<file path="src/rtl/bk_mp_add_seq_pkg.sv">
// Shared types and constants for the multi-precision add/subtract sequencer.
package bk_mp_add_seq_pkg;

   localparam int WORD_W = 32;

   typedef enum logic [1:0] {
      ST_IDLE = 2'd0,
      ST_RUN  = 2'd1,
      ST_DONE = 2'd2
   } state_e;

   // Width of the word index; a single-word operand still needs one bit.
   function automatic int idx_width(input int nwords);
      return (nwords <= 1) ? 1 : $clog2(nwords);
   endfunction

endpackage

</file>
<file path="src/rtl/bk_mp_add_seq_if.sv">
// Request/response bundle between the issue logic (master) and the sequencer (slave).
interface bk_mp_add_seq_if
   import bk_mp_add_seq_pkg::*;
#(
   parameter int NWORDS = 4
) ();

   localparam int W = WORD_W * NWORDS;

   logic         in_valid;
   logic         in_ready;
   logic [W-1:0] in_a;
   logic [W-1:0] in_b;
   logic         in_sub;
   logic         out_valid;
   logic         out_ready;
   logic [W-1:0] out_sum;
   logic         out_cout;
   logic         out_ovf;

   modport master (
      output in_valid, in_a, in_b, in_sub, out_ready,
      input  in_ready, out_valid, out_sum, out_cout, out_ovf
   );

   modport slave (
      input  in_valid, in_a, in_b, in_sub, out_ready,
      output in_ready, out_valid, out_sum, out_cout, out_ovf
   );

endinterface

</file>
<file path="src/rtl/bk_mp_add_seq_bk32.sv">
// 32-bit Brent-Kung parallel-prefix adder with carry-in, purely combinational.
module bk_32bit (
   input  logic [31:0] a_i,
   input  logic [31:0] b_i,
   input  logic        cin_i,
   output logic [31:0] sum_o,
   output logic        cout_o
);

   // Up-sweep builds prefixes at positions 2^k-1, down-sweep fills in the rest.
   always_comb begin : prefix
      logic [31:0] hp;
      logic [31:0] gg;
      logic [31:0] pp;
      hp = a_i ^ b_i;
      gg = a_i & b_i;
      pp = hp;
      // Carry-in folded into bit 0, so gg[i] becomes the carry out of bit i.
      gg[0] = gg[0] | (hp[0] & cin_i);
      for (int lvl = 0; lvl < 5; lvl++) begin
         for (int i = (2 << lvl) - 1; i < 32; i += (2 << lvl)) begin
            gg[i] = gg[i] | (pp[i] & gg[i - (1 << lvl)]);
            pp[i] = pp[i] & pp[i - (1 << lvl)];
         end
      end
      for (int lvl = 3; lvl >= 0; lvl--) begin
         for (int i = (3 << lvl) - 1; i < 32; i += (2 << lvl)) begin
            gg[i] = gg[i] | (pp[i] & gg[i - (1 << lvl)]);
            pp[i] = pp[i] & pp[i - (1 << lvl)];
         end
      end
      sum_o  = hp ^ {gg[30:0], cin_i};
      cout_o = gg[31];
   end

endmodule

</file>
<file path="src/rtl/bk_mp_add_seq.sv">
// Multi-precision add/subtract: one 32-bit word per clock, LSW first, carry chained
// through a register around a single shared Brent-Kung adder.
module bk_mp_add_seq
   import bk_mp_add_seq_pkg::*;
#(
   parameter int NWORDS = 4
) (
   input  logic             clk,
   input  logic             rst_n,
   bk_mp_add_seq_if.slave   bus
);

   localparam int             IW       = idx_width(NWORDS);
   localparam logic [IW-1:0]  LAST_IDX = IW'(NWORDS - 1);

   state_e                          state_q, state_d;
   logic [IW-1:0]                   idx_q, idx_d;
   logic                            carry_q, carry_d;
   logic                            sub_q, sub_d;
   logic [NWORDS-1:0][WORD_W-1:0]   a_q, a_d;
   logic [NWORDS-1:0][WORD_W-1:0]   b_q, b_d;
   logic [NWORDS-1:0][WORD_W-1:0]   sum_q, sum_d;
   logic                            cout_q, cout_d;
   logic                            ovf_q, ovf_d;

   logic [WORD_W-1:0]               word_a;
   logic [WORD_W-1:0]               word_b;
   logic [WORD_W-1:0]               add_b;
   logic [WORD_W-1:0]               add_sum;
   logic                            add_cout;
   logic                            carry_into_msb;

   // Select the operand words for the current index.
   always_comb begin
      word_a = '0;
      word_b = '0;
      for (int k = 0; k < NWORDS; k++) begin
         if (idx_q == IW'(k)) begin
            word_a = a_q[k];
            word_b = b_q[k];
         end
      end
   end

   // Subtraction is A + ~B + 1; the +1 enters as the initial carry.
   assign add_b = word_b ^ {WORD_W{sub_q}};

   bk_32bit u_add (
      .a_i    (word_a),
      .b_i    (add_b),
      .cin_i  (carry_q),
      .sum_o  (add_sum),
      .cout_o (add_cout)
   );

   assign carry_into_msb = word_a[WORD_W-1] ^ add_b[WORD_W-1] ^ add_sum[WORD_W-1];

   // Next-state and datapath update for the IDLE/RUN/DONE sequence.
   always_comb begin
      // NOTE: every variable gets its hold value first so no path leaves it unassigned (no latches).
      state_d = state_q;
      idx_d   = idx_q;
      carry_d = carry_q;
      sub_d   = sub_q;
      a_d     = a_q;
      b_d     = b_q;
      sum_d   = sum_q;
      cout_d  = cout_q;
      ovf_d   = ovf_q;
      unique case (state_q)
         ST_IDLE: begin
            if (bus.in_valid) begin
               a_d     = bus.in_a;
               b_d     = bus.in_b;
               sub_d   = bus.in_sub;
               carry_d = bus.in_sub;
               idx_d   = '0;
               state_d = ST_RUN;
            end
         end
         ST_RUN: begin
            for (int k = 0; k < NWORDS; k++) begin
               if (idx_q == IW'(k)) sum_d[k] = add_sum;
            end
            carry_d = add_cout;
            if (idx_q == LAST_IDX) begin
               cout_d  = add_cout;
               ovf_d   = carry_into_msb ^ add_cout;
               idx_d   = '0;
               state_d = ST_DONE;
            end else begin
               idx_d = idx_q + IW'(1);
            end
         end
         ST_DONE: begin
            if (bus.out_ready) state_d = ST_IDLE;
         end
         default: state_d = ST_IDLE;
      endcase
   end

   // State and datapath registers; reset aborts any operation in flight.
   always_ff @(posedge clk or negedge rst_n) begin
      if (!rst_n) begin
         state_q <= ST_IDLE;
         idx_q   <= '0;
         carry_q <= 1'b0;
         sub_q   <= 1'b0;
         a_q     <= '0;
         b_q     <= '0;
         sum_q   <= '0;
         cout_q  <= 1'b0;
         ovf_q   <= 1'b0;
      end else begin
         // NOTE: non-blocking so every register samples pre-edge values regardless of statement order.
         state_q <= state_d;
         idx_q   <= idx_d;
         carry_q <= carry_d;
         sub_q   <= sub_d;
         a_q     <= a_d;
         b_q     <= b_d;
         sum_q   <= sum_d;
         cout_q  <= cout_d;
         ovf_q   <= ovf_d;
      end
   end

   assign bus.in_ready  = (state_q == ST_IDLE);
   assign bus.out_valid = (state_q == ST_DONE);
   assign bus.out_sum   = sum_q;
   assign bus.out_cout  = cout_q;
   assign bus.out_ovf   = ovf_q;

endmodule

</file>
<file path="src/flat_wrapper.sv">
// flat-port wrapper written by rule: the top's interface ports become plain ports
module bk_mp_add_seq_flat import bk_mp_add_seq_pkg::*;
#(
   parameter int NWORDS = 4
)
  (clk, rst_n, bus_in_valid, bus_in_a, bus_in_b, bus_in_sub, bus_out_ready, bus_in_ready, bus_out_valid, bus_out_sum, bus_out_cout, bus_out_ovf);
  bk_mp_add_seq_if #(.NWORDS(NWORDS)) bus_i ();
  input  logic clk;
  input  logic rst_n;
  input wire logic [$bits(bus_i.in_valid)-1:0] bus_in_valid;
  input wire logic [$bits(bus_i.in_a)-1:0] bus_in_a;
  input wire logic [$bits(bus_i.in_b)-1:0] bus_in_b;
  input wire logic [$bits(bus_i.in_sub)-1:0] bus_in_sub;
  input wire logic [$bits(bus_i.out_ready)-1:0] bus_out_ready;
  output wire logic [$bits(bus_i.in_ready)-1:0] bus_in_ready;
  output wire logic [$bits(bus_i.out_valid)-1:0] bus_out_valid;
  output wire logic [$bits(bus_i.out_sum)-1:0] bus_out_sum;
  output wire logic [$bits(bus_i.out_cout)-1:0] bus_out_cout;
  output wire logic [$bits(bus_i.out_ovf)-1:0] bus_out_ovf;
  assign bus_i.in_valid = bus_in_valid;
  assign bus_i.in_a = bus_in_a;
  assign bus_i.in_b = bus_in_b;
  assign bus_i.in_sub = bus_in_sub;
  assign bus_i.out_ready = bus_out_ready;
  assign bus_in_ready = bus_i.in_ready;
  assign bus_out_valid = bus_i.out_valid;
  assign bus_out_sum = bus_i.out_sum;
  assign bus_out_cout = bus_i.out_cout;
  assign bus_out_ovf = bus_i.out_ovf;
  bk_mp_add_seq #(.NWORDS(NWORDS)) u_core (.clk(clk), .rst_n(rst_n), .bus(bus_i));
endmodule
</file>
<file path="config.mk">
export PLATFORM = sky130hd
export DESIGN_NAME = bk_mp_add_seq_flat
export DESIGN_NICKNAME = d
export VERILOG_FILES = /design/src/rtl/bk_mp_add_seq_pkg.sv /design/src/rtl/bk_mp_add_seq_if.sv /design/src/rtl/bk_mp_add_seq_bk32.sv /design/src/rtl/bk_mp_add_seq.sv /design/src/flat_wrapper.sv
export SDC_FILE = /design/constraint.sdc
export NUM_CORES = 1
export LEC_CHECK = 0
export ABC_AREA = 1
export CORE_MARGIN = 5
export CORE_UTILIZATION = 45
export CTS_CLUSTER_SIZE = 10
export DETAILED_ROUTE_END_ITERATION = 12
export PLACE_DENSITY = 0.78
export SLEW_MARGIN = 10
export SYNTH_ARGS = -nofsm -noshare
export SYNTH_HDL_FRONTEND = slang
export SYNTH_SLANG_ARGS = --single-unit
</file>
<file path="constraint.sdc">
create_clock -name clk -period 3.6 [get_ports clk]
set_input_delay 0.54 -clock clk [delete_from_list [all_inputs] [get_ports clk]]
set_output_delay 0.54 -clock clk [all_outputs]
set_load 0.005 [all_outputs]
</file>
==> results of run 1 <==
==> stage by stage <==
step                setup WS, ns  std cells
floorplan               0.003819       2185
global placement         -0.3998       3119
detailed placement       -0.5106       3119
CTS                      -0.1151       3184
global route             -0.3699       3199
finish                   -0.2087       3199
==> flip-flops by register name (all words and copies together) (netlist names) <==
signal,count
u_core.idx_q,2
u_core.b_q,128
u_core.bus.out_ovf,1
u_core.a_q,128
u_core.bus.out_cout,1
u_core.carry_q,1
u_core.bus.out_sum,128
u_core.state_q,2
u_core.sub_q,1
==> layer usage <==
metal / vias to the layer above / global-route usage (%) / share of wire [%]
met5: - / 0 / 0
met4: 0 / 9.446 / 4.0
met3: 144 / 4.973 / 7.0
met2: 688 / 44.31 / 48
met1: 8025 / 35.19 / 41
li1: 7826 / - / -
==> synthesized netlist by cell type (6+ instances only) <==
cell type / number / area share [%]
o21ai_1: 54 / 1.5
inv_2: 6 / 0.12
o31ai_1: 17 / 0.69
a21oi_2: 10 / 0.48
a221oi_1: 16 / 0.76
nand2_1: 1149 / 23
buf_4: 14 / 0.57
a21oi_1: 47 / 1.3
o21ai_0: 53 / 1.4
inv_1: 50 / 1.0
nand3_1: 10 / 0.27
o21a_1: 10 / 0.41
xnor2_1: 11 / 0.52
buf_2: 81 / 2.2
a22o_1: 11 / 0.52
clkbuf_1: 20 / 0.41
nor2_1: 62 / 1.3
fa_1: 17 / 1.8
a22oi_1: 35 / 1.4
xor2_1: 47 / 2.2
ha_1: 34 / 2.3
dfrtp_1: 392 / 53
buf_6: 11 / 0.67
==> worst register-to-register path, cell delays in order, from the launching register on <==
cell	delay, ns
dfrtp_1	0.39
inv_2	0.12
ha_4	0.19
buf_4	0.19
buf_6	0.21
a22oi_2	0.10
nand2_1	0.08
o21ai_2	0.06
a21oi_2	0.27
xor2_1	0.23
ha_1	0.27
buf_4	0.17
a21oi_4	0.14
nand2_1	0.08
nand2_1	0.09
nand3_2	0.10
inv_2	0.08
nand2_4	0.06
nand2_2	0.05
nand2_2	0.05
a21oi_2	0.15
fa_2	0.52
o21ai_2	0.15
==> cells by family after synthesis <==
kind of cell,share of synthesized area [%]
xor+xnor,2.757
buf+inv,5.128
simple gates,25.49
fa+ha+maj,4.157
compound gates,9.223
flops,53.25
==> layout by cell type, fill, tap and decap left out, types with 8 or more instances in the layout <==
cell | Yosys | routed
o21a_1 | 10 | 10
buf_12 | 0 | 14
nand2_1 | 1149 | 1123
inv_1 | 50 | 36
o21ai_1 | 54 | 48
xor2_1 | 47 | 42
o31ai_1 | 17 | 8
o31ai_2 | 0 | 8
ha_1 | 34 | 27
o21ai_0 | 53 | 24
inv_2 | 6 | 13
buf_4 | 14 | 136
a22oi_2 | 4 | 19
nor2_1 | 62 | 59
clkbuf_16 | 0 | 46
o21ai_2 | 1 | 36
dfrtp_1 | 392 | 391
a21oi_2 | 10 | 21
nand2_2 | 1 | 19
a22oi_1 | 35 | 20
clkdlybuf4s50_1 | 0 | 391
a22o_1 | 11 | 11
a21oi_1 | 47 | 33
fa_2 | 0 | 15
buf_6 | 11 | 8
==> area by class of cell <==
class	count	area, um2
Inverter	60	267.8
Fill cell	3185	14620
Clock buffer	50	1155
Antenna cell	1	2.502
Multi-Input combinational cell	1607	8686
Sequential cell	392	9811
Clock inverter	1	5.005
Tap cell	532	665.6
Timing Repair Buffer	556	5433
==> how the worst max path moves through the flow <==
stage                                          end  cells past startpoint
2_1_floorplan  u_core.bus.out_sum[126]$_DFFE_PN0P_                     26
3_3_place_gp    u_core.bus.out_sum[87]$_DFFE_PN0P_                     22
3_5_place_dp    u_core.bus.out_sum[54]$_DFFE_PN0P_                     19
4_1_cts         u_core.bus.out_sum[63]$_DFFE_PN0P_                     23
5_1_grt         u_core.bus.out_sum[62]$_DFFE_PN0P_                     22
6_report        u_core.bus.out_sum[62]$_DFFE_PN0P_                     22
==> timing repair <==
action,CTS,global route
setup buffers,13,20
pin swaps,38,105
gates cloned,1,1
hold buffers,0,0
resized for setup,109,157
endpoints found under the setup margin,109,115
==> results.cfg, run 1 <==
[run_status]
status = finished with violations
violations = setup timing

[worst_setup_path]
cp.required_ns = 4.06
critical_path.max_fanout = 13
worstSetupPathType = reg -> reg
cp_top_family = adder cells
critPathLaunchType = flip-flop
reg2reg_depth = 22
path_cells = inv_2 -> ha_4 -> buf_4 -> buf_6 -> a22oi_2 -> nand2_1 -> o21ai_2 -> a21oi_2 -> xor2_1 -> ha_1 -> buf_4 -> a21oi_4 -> nand2_1 -> nand2_1 -> nand3_2 -> inv_2 -> nand2_4 -> nand2_2 -> nand2_2 -> a21oi_2 -> fa_2 -> o21ai_2
critPathBufInv = 5
worst_r2r_endpoint = u_core.bus.out_sum[62]$_DFFE_PN0P_
cp_slowest_cell = fa_2
cpMostUsedCell = nand2_1
r2r_start = u_core.idx_q[1]$_DFFE_PN0P_
end_kind = flip-flop
max_stage_delay_ns = 0.52
rrSetupSlack_ns = -0.21
crit_start = u_core.idx_q[1]$_DFFE_PN0P_
critPathArrivalTime_ns = 4.26

[clocking]
cts_buffers = 45
cts.sinks = 392
clk_latency_ns = 0.55
cts_root_buffer = clkbuf_16
cts_tree = built
clkTransAtPathRegs_ns = 0.05
cts_buffer_depth = 3
htree_levels = 2

[placement]
io_buffers = 392
dpl-instance-area_um2 = 23500
hpwl_um = 44900
routabilityCongestion = 0.8934

[drt]
dr.first_iter.drc_count = 1572
wl_per_cell_um = 19.47
vias = 16683
routed_wl_um = 62270
dr.pass1.iters = 7
viasPerCell = 5.215
drc = 0
ant_nets = 0

[global_route]
grt_usage_pct = 26.61
grt_pass1_wl_um = 93870
antenna_found_initial = 1
first_global_vias = 16834
grt_max_degree = 257
overflow = 0

[synth]
ys_types = 38
ys_warn_count = 0
synth-async-reset-ratio_pct = 100.0
synth_ff_type = dfrtp_1
netlist_area_um2 = 18420
synthesis.nets = 2497
avgSynthCellArea_um2 = 8.431
syn_inst = 2185
synth_edf_count = 0
ys_ff_latch = 392
yosysSeqAreaShare_pct = 53.25

[sta]
tightestPinTransition_ns = 1.320
rsz0062_at_grt = true
slew_viol_final = 0
fmax_mhz = 262.6
hold_ws_ns = 0.01661
setup_viol = 87
fin_crit_ns = 3.809
finalSetupTns_ns = -7.130
setup_ws_ns = -0.2087
fin_crit_sh_pct = 105.8
slew_headroom_pct = 11.97
hold_viol = 0
fin_skew_ns = 0.01979

[floorplan]
die_width_um = 212.3
initial_core_util_pct = 45.32
rows = 74
core_area_um2 = 40650
dieHeight_um = 212.3
die_area_um2 = 45090
ioPinCount = 393

[finish]
drive_gt1_share_pct = 15.75
syn_to_final_growth_pct = 41.27
nNetsFinal = 2974
final_util_pct = 64.03
design_area_um2 = 26030

[flow_run]
drv_cap = 0

[hold_path]
min_path_type = in -> async
Power of run 1 is left out: the tool's default activity adds up to more than one toggle a clock period on the data nets, which glitch-free logic cannot reach.
==> run 2: changes to the inputs <==
SLEW_MARGIN = unset   (was 10)
==> results of run 2 <==
The final DEF is identical to that of run 1; final timing and power are the same.
Power of run 2 is left out for the same reason.
==> run 3: changes to the inputs <==
GPL_TIMING_DRIVEN = 0   (was unset)
PLACE_DENSITY = 0.75   (was 0.78)
SLEW_MARGIN = 20   (was unset)
clock period = 3.65 ns   (was 3.6 ns; I/O delays follow)
==> run 3 against run 2 <==
Against the previous run:
- the run still ends with setup timing left
- hold slack better by 0.46 ns
- routed wire length grew 6.4%
- flip-flop and latch count stayed put
- register-to-register slack got worse by 0.20 ns
- via count is 3.1% higher
- fmax fell by 6.1%
- first-iteration DRC count increased by 10%
- design area grew 0.84%
- cell count up 1.0%
- highest routed layer unchanged
==> results.cfg, run 3 (same netlist as run 1, synthesis figures left out) <==
[drt]
dr.pass1.iters = 5
vias = 17200
viasPerCell = 5.323
wl_per_cell_um = 20.51
routed_wl_um = 66260
drc = 0
ant_nets = 0
dr.first_iter.drc_count = 1736

[global_route]
grt_usage_pct = 28.55
overflow = 0
antenna_found_initial = 0
grt_max_degree = 107
first_global_vias = 17620
grt_pass1_wl_um = 99400

[worst_setup_path]
rrSetupSlack_ns = -0.41
worst_r2r_endpoint = u_core.bus.out_sum[127]$_DFFE_PN0P_
cp.required_ns = 4.14
critical_path.max_fanout = 10
worstSetupPathType = reg -> reg
critPathLaunchType = flip-flop
critPathArrivalTime_ns = 4.55
end_kind = flip-flop
reg2reg_depth = 23
r2r_start = u_core.idx_q[1]$_DFFE_PN0P_

[sta]
hold_viol = 0
rsz0062_at_grt = true
setup_ws_ns = -0.4075
fin_crit_sh_pct = 111.2
fin_skew_ns = 0.01447
slew_viol_final = 0
setup_viol = 97
tightestPinTransition_ns = 0.8668
finalSetupTns_ns = -23.94
fmax_mhz = 246.5
fin_crit_ns = 4.058
slew_headroom_pct = 42.21

[floorplan]
initial_core_util_pct = 45.32
core_area_um2 = 40650
rows = 74
die_width_um = 212.3
dieHeight_um = 212.3
ioPinCount = 393
die_area_um2 = 45090

[clocking]
cts_buffers = 46
clkTransAtPathRegs_ns = 0.06
cts.sinks = 392
htree_levels = 2
cts_buffer_depth = 3
clk_latency_ns = 0.55
cts_tree = built
cts_root_buffer = clkbuf_16

[finish]
syn_to_final_growth_pct = 42.45
final_cell_mix = nand2_1, clkdlybuf4s50_1, dfrtp_1, buf_2
n_antenna_cell = 0
mostFrequentLayoutCell = nand2_1
drive_gt1_share_pct = 16.38
stdcell_count = 3231
nNetsFinal = 3002
fillerInstances = 3241

[hold_path]
hold_start = u_core.bus.out_sum[61]$_DFFE_PN0P_
worstHoldPathCells = 2
hold_end = u_core.bus.out_sum[61]$_DFFE_PN0P_
min_path_type = reg -> reg

[placement]
routabilityCongestion = 0.8877
hpwl_um = 49760
place_inst = 3113
io_buffers = 392

[run_status]
status = finished with violations
violations = setup timing

[flow_run]
drv_cap = 0
==> run 3: layer usage <==
metal | routed length, um | up-vias | global-route usage [%]
met2 | 31530 | 799 | 47.07
met5 | 0 | - | 0
li1 | - | 7891 | -
met3 | 4829 | 119 | 3.896
met4 | 2449 | 0 | 10.59
met1 | 27460 | 8391 | 38.95
==> run 3: cell type report <==
cell class	count	area (um2)	area share [%]
Clock inverter	3	42.54	0.1621
Inverter	60	265.3	1.011
Timing Repair Buffer	457	4622	17.61
Multi-Input combinational cell	1607	8735	33.28
Clock buffer	54	1255	4.782
Tap cell	532	665.6	2.536
Buffer	126	848.3	3.232
Sequential cell	392	9811	37.38
==> run 3: critical path: stages, from the launching register on <==
cell	delay, ns
dfrtp_1	0.43
inv_2	0.10
ha_4	0.17
buf_12	0.15
buf_2	0.27
buf_4	0.27
a221oi_2	0.12
o31ai_2	0.41
ha_1	0.34
buf_4	0.17
a21oi_4	0.13
nand2_1	0.06
nand2_1	0.07
nand3_2	0.09
inv_1	0.11
nand2_4	0.07
nand2_4	0.06
nand2_4	0.05
a21oi_4	0.13
fa_2	0.29
xnor2_4	0.17
buf_4	0.16
nand2_2	0.05
nand2_1	0.07
==> run 3: repair_timing <==
action                                  in CTS  in global routing
pin swaps                                  107                 76
setup buffers                               35                 22
cloned                                       3                  1
gates resized for setup                    196                 99
hold buffers                                 1                  0
endpoints found under the setup margin     123                116
endpoints found under the hold margin       49                  0
==> run 3: worst max-delay path by stage <==
stage	cells after the start	to	start	slack, ns
4_1_cts	27	u_core.bus.out_sum[63]$_DFFE_PN0P_	u_core.idx_q[1]$_DFFE_PN0P_	-0.41
5_1_grt	23	u_core.bus.out_sum[127]$_DFFE_PN0P_	u_core.idx_q[1]$_DFFE_PN0P_	-0.57
3_3_place_gp	1	u_core.a_q[20]$_DFFE_PN0P_	rst_n	-14.60
6_report	23	u_core.bus.out_sum[127]$_DFFE_PN0P_	u_core.idx_q[1]$_DFFE_PN0P_	-0.41
2_1_floorplan	25	u_core.bus.out_sum[30]$_DFFE_PN0P_	u_core.idx_q[0]$_DFFE_PN0P_	0.01
3_5_place_dp	25	u_core.bus.out_sum[127]$_DFFE_PN0P_	u_core.idx_q[0]$_DFFE_PN0P_	-1.32
==> run 3: stage by stage <==
stage               util (%)  worst slack (ns)  instance area (um2)  hold slack (ns)
floorplan                  -           0.01436                18460           0.2519
global placement       56.70            -14.60                23040           0.4542
detailed placement     56.98            -1.324                23160           0.4609
CTS                    63.05           -0.4139                25630           0.4740
global route           64.57           -0.5674                26240           0.4818
finish                 64.57           -0.4075                26240           0.4719
Power of run 3 is left out for the same reason.
